--- src/rtl/seg_adder_pkg.sv ---
// Shared types and constants for the segmented (chunk-serial) adder.
package seg_adder_pkg;

  typedef enum logic [1:0] {
    IDLE = 2'd0,
    BUSY = 2'd1,
    DONE = 2'd2
  } state_t;

  localparam logic MODE_ADD = 1'b0;
  localparam logic MODE_SUB = 1'b1;

endpackage

--- src/rtl/seg_adder_chunk.sv ---
// Combinational CHUNK-bit slice adder; also reports the carry into its MSB
// so the top level can derive signed overflow on the final slice.
module seg_adder_chunk #(
  parameter int CHUNK = 4
) (
  input  logic [CHUNK-1:0] a,
  input  logic [CHUNK-1:0] b,
  input  logic             ci,
  output logic [CHUNK-1:0] s,
  output logic             co,
  output logic             msb_ci
);

  logic [CHUNK:0] sum;

  assign sum    = {1'b0, a} + {1'b0, b} + {{CHUNK{1'b0}}, ci};
  assign s      = sum[CHUNK-1:0];
  assign co     = sum[CHUNK];
  // Sum bit = a ^ b ^ carry-in, so the MSB carry-in falls out without a second adder.
  assign msb_ci = s[CHUNK-1] ^ a[CHUNK-1] ^ b[CHUNK-1];

endmodule

--- src/rtl/seg_adder.sv ---
// Chunk-serial add/subtract: one CHUNK-wide slice per cycle, LSB first.
// Optional unsigned saturation of the result when SEG_ADDER_SAT_EN is defined.
module seg_adder
  import seg_adder_pkg::*;
#(
  parameter int WIDTH = 16,
  parameter int CHUNK = 4
) (
  input  logic             clk,
  input  logic             rstn,
  input  logic             in_valid,
  output logic             in_ready,
  input  logic [WIDTH-1:0] d_a,
  input  logic [WIDTH-1:0] d_b,
  input  logic             cin,
  input  logic             sub,
  output logic             out_valid,
  input  logic             out_ready,
  output logic [WIDTH-1:0] result,
  output logic             cout,
  output logic             ovf
);

  localparam int SEGS  = WIDTH / CHUNK;
  localparam int SEG_W = (SEGS > 1) ? $clog2(SEGS) : 1;
  localparam logic [SEG_W-1:0] LAST_SEG = SEG_W'(SEGS - 1);

  state_t           state;
  logic [SEG_W-1:0] seg;
  logic             carry;
  logic [WIDTH-1:0] a_q;
  logic [WIDTH-1:0] b_q;
  logic             mode;

  logic [CHUNK-1:0] slice_a;
  logic [CHUNK-1:0] slice_b;
  logic [CHUNK-1:0] slice_s;
  logic             slice_co;
  logic             slice_msb_ci;
  logic [WIDTH-1:0] next_result;

`ifdef SEG_ADDER_SAT_EN
  function automatic logic [WIDTH-1:0] sat_result(input logic [WIDTH-1:0] r,
                                                  input logic m,
                                                  input logic c);
    if (m == MODE_ADD && c)  return '1;
    if (m == MODE_SUB && !c) return '0;
    return r;
  endfunction
`endif

  assign slice_a = a_q[seg*CHUNK +: CHUNK];
  assign slice_b = b_q[seg*CHUNK +: CHUNK];

  seg_adder_chunk #(.CHUNK(CHUNK)) u_chunk (
    .a      (slice_a),
    .b      (slice_b),
    .ci     (carry),
    .s      (slice_s),
    .co     (slice_co),
    .msb_ci (slice_msb_ci)
  );

  always_comb begin
    next_result = result;
    next_result[seg*CHUNK +: CHUNK] = slice_s;
  end

  // Operand capture: subtraction is folded in here (B and carry inverted once).
  always_ff @(posedge clk) begin
    if (state == IDLE && in_valid) begin
      a_q  <= d_a;
      b_q  <= (sub == MODE_SUB) ? ~d_b : d_b;
      mode <= sub;
    end
  end

  always_ff @(posedge clk or negedge rstn) begin
    if (!rstn) begin
      state     <= IDLE;
      seg       <= '0;
      carry     <= 1'b0;
      result    <= '0;
      cout      <= 1'b0;
      ovf       <= 1'b0;
      in_ready  <= 1'b1;
      out_valid <= 1'b0;
    end else begin
      case (state)
        IDLE: begin
          if (in_valid) begin
            seg      <= '0;
            carry    <= (sub == MODE_SUB) ? ~cin : cin;
            in_ready <= 1'b0;
            state    <= BUSY;
          end
        end
        BUSY: begin
          result <= next_result;
          carry  <= slice_co;
          seg    <= seg + 1'b1;
          if (seg == LAST_SEG) begin
`ifdef SEG_ADDER_SAT_EN
            result <= sat_result(next_result, mode, slice_co);
`endif
            cout      <= slice_co;
            ovf       <= slice_co ^ slice_msb_ci;
            out_valid <= 1'b1;
            state     <= DONE;
          end
        end
        DONE: begin
          if (out_ready) begin
            out_valid <= 1'b0;
            in_ready  <= 1'b1;
            state     <= IDLE;
          end
        end
        default: begin
          out_valid <= 1'b0;
          in_ready  <= 1'b1;
          state     <= IDLE;
        end
      endcase
    end
  end

endmodule
--- config.mk ---
export PLATFORM = sky130hd
export DESIGN_NAME = seg_adder
export DESIGN_NICKNAME = d
export VERILOG_FILES = /design/src/rtl/seg_adder_pkg.sv /design/src/rtl/seg_adder_chunk.sv /design/src/rtl/seg_adder.sv
export SDC_FILE = /design/constraint.sdc
export NUM_CORES = 1
export LEC_CHECK = 0
export CAP_MARGIN = 20
export CORE_MARGIN = 3
export CORE_UTILIZATION = 45
export DETAILED_ROUTE_END_ITERATION = 10
export PLACE_DENSITY = 0.75
export SLEW_MARGIN = 20
export SYNTH_ARGS = -nofsm -noshare
export SYNTH_HDL_FRONTEND = slang
export SYNTH_SLANG_ARGS = --single-unit
--- constraint.sdc ---
create_clock -name clk -period 11.2 [get_ports clk]
set_input_delay 2.24 -clock clk [delete_from_list [all_inputs] [get_ports clk]]
set_output_delay 2.24 -clock clk [all_outputs]
set_load 0.02 [all_outputs]
==> flow_summary.json <==
{
  "power_leakage_nw": 1.33,
  "ys_seq_area_share_pct": 63.1,
  "setup_violations": 0,
  "fin_skew_ns": 0.00822,
  "slew_viol_final": 0,
  "rrSetupSlack_ns": 7.84,
  "post-route-util_pct": 63.5,
  "first_global_vias": 1610,
  "crit_fanout": 3,
  "required_ns": 8.96,
  "dr.pass1.iters": 4,
  "yosys-top-cells-area": "edfxtp_1 (38%), dfrtp_1 (24%), mux4_2 (6.3%)",
  "tritoncts": "done",
  "cts_resized": 0,
  "start_util_pct": 47.8,
  "yosysTopAreaCell": "edfxtp_1",
  "critPathCaptureType": "output pin",
  "cp_cell_sequence": "clkdlybuf4s50_1",
  "period_share_pct": 33.1,
  "yosysWarnings": 0,
  "drc": 0,
  "holdPathEnd": "cout",
  "diodes": 0,
  "syn_inst": 167,
  "dp_hpwl_um": 3160,
  "powerDensity_nw_per_um2": 274,
  "worstSkewPairLatency_ns": 0.32,
  "cts-buffers-inserted": 9,
  "fp-row-count": 26,
  "die_h_um": 80.8,
  "ys_ff_latch": 57,
  "antenna_found_initial": 0,
  "drive_gt1_share_pct": 10.6,
  "slowest_delay_ns": 0.60,
  "die-area_um2": 6530,
  "num_io_pins": 58,
  "max-vdd-ir-drop_v": 0.000128,
  "worst_path_max_delay_cell": "clkdlybuf4s50_1",
  "grt-ovfl-total": 0,
  "core_um2": 5270,
  "reg2reg_depth": 8,
  "cp.arrival_ns": 1.46,
  "vias": 1514,
  "timing.final.crit_period_ns": 3.70,
  "fp.dieW_um": 80.8,
  "avgSynthCellArea_um2": 15.1,
  "crit_cells": 1,
  "detail-route-antenna-nets": 0,
  "tns_ns": 0,
  "grt_pass1_wl_um": 7190,
  "synth_cell_type_count": 29,
  "finalPower_mw": 0.916,
  "holdBufCountCts": 0,
  "fmax_mhz": 270,
  "grt_max_degree": 37,
  "synth_area_um2": 2520,
  "post_cts_buffers": 0,
  "clk_pin_slew_worst_paths_ns": 0.06,
  "clock-sinks": 57,
  "avgViaCountPerCell": 4.95,
  "cp.buffers_inverters": 1,
  "path_delay_family": "buffers and inverters",
  "whs_ns": 0.489,
  "worst_slew_pin_slew_ns": 0.851,
  "track_usage_pct": 15.0,
  "holdPathStages": 2,
  "nets": 280,
  "area_delta_synth_final_pct": 32.9,
  "hold_viol": 0,
  "port-buffer-count": 57,
  "h-tree-depth": 3,
  "relSlewSlack_pct": 43.1,
  "maxCapViolations": 0,
  "synth.net_count": 216,
  "rsz0062_at_grt": "no",
  "status": "finished clean",
  "worst_setup_path_start_kind": "flip-flop",
  "yosys.area.top_type_share_pct": 38.2,
  "holdCritPathClass": "reg -> reg",
  "clockRootBuffer": "clkbuf_8",
  "r2r-start": "seg[0]",
  "hold_path_startpoint": "cout",
  "instances_no_fill": 306,
  "postRouteWirelength_um": 4260,
  "clk_path_buf_depth": 2,
  "numPlacedInstances": 290,
  "path_class": "reg -> out",
  "drtIter0Drc": 66,
  "r2r-end": "ovf",
  "wl_per_cell_um": 13.9,
  "gp_congestion": 0.746
}
-- cells by family after synthesis --
family / synth area share (%)
simple gates: 4.97
xor+xnor: 7.85
buf+inv: 1.64
compound gates: 9.10
fa+ha+maj: 6.06
flops: 63.1
mux: 7.31
-- routing by layer --
metal	track usage (%)	wire (µm)
met3	4.77	240
met2	24.8	2080
met5	0	0
met1	18.2	1900
met4	6.08	39
-- where the power goes --
group | total, mW | switching (mW) | internal (mW)
combinational | 0.404 | 0.209 | 0.194
clock | 0.177 | 0.0768 | 0.100
sequential | 0.335 | 0.0466 | 0.289
total | 0.916 | 0.333 | 0.583
-- cell usage after synthesis, drive strengths merged --
master / n
a21o: 2
a21oi: 4
a22o: 12
a22oi: 1
and3: 2
buf: 3
clkbuf: 2
dfrtp: 24
dfstp: 1
edfxtp: 32
fa: 2
ha: 9
inv: 5
mux4: 8
nand2: 15
nand2b: 1
nor2: 6
nor2b: 1
nor3b: 2
o21ai: 7
o21bai: 1
o22a: 1
o31ai: 4
or3: 1
xnor2: 3
xnor3: 1
xor2: 17
-- worst max path at each step --
stage | startpoint | end
after floorplan | in_valid | carry
after global placement | sub | carry
after detailed placement | in_valid | carry
after CTS | in_ready | in_ready
after global routing | in_ready | in_ready
final | in_ready | in_ready
-- state kept, by name, indices dropped and copies added, names as in the netlist, 2 cells and up --
signal,cells
seg,2
b_q,16
result,16
a_q,16
state,2
-- cell type report --
class,count,area [µm²]
clock inverters,7,61.3
repair buffers,58,573
well taps,70,87.6
flip-flops and latches,57,1590
fillers,417,1920
multi-input cells,100,893
clock buffers,9,124
inverters,5,18.8
-- tightest hold or removal path, delay by kind of cell, from the launching register on --
kind,cells,cell delay [ns]
DFF,1,0.34
AOI/OAI and AO/OA,1,0.06
and+or+nand+nor,1,0.05
-- per-stage QoR --
step / area [µm²] / setup slack, ns
after global routing: 3350 / 7.43
after CTS: 3350 / 7.47
after floorplan: 2520 / 5.69
after global placement: 3170 / 7.34
after detailed placement: 3170 / 7.31
final: 3350 / 7.50
-- placed cells by master, fill, tap and decap left out, types with 2 or more instances in the layout --
cell / netlist / final
ha_1: 9 / 9
and3_1: 2 / 2
clkdlybuf4s50_1: 0 / 56
a21oi_1: 4 / 4
clkinv_2: 0 / 3
clkinv_1: 0 / 2
dfrtp_1: 24 / 24
fa_1: 2 / 2
nor2_1: 6 / 6
mux4_2: 7 / 7
inv_1: 5 / 5
o21ai_0: 6 / 6
nand2_1: 15 / 15
o31ai_1: 4 / 4
xor2_1: 17 / 17
a22o_1: 12 / 12
clkbuf_8: 0 / 9
xnor2_1: 3 / 3
edfxtp_1: 32 / 32
a21o_1: 2 / 2
(Power assumes the default switching activity.)
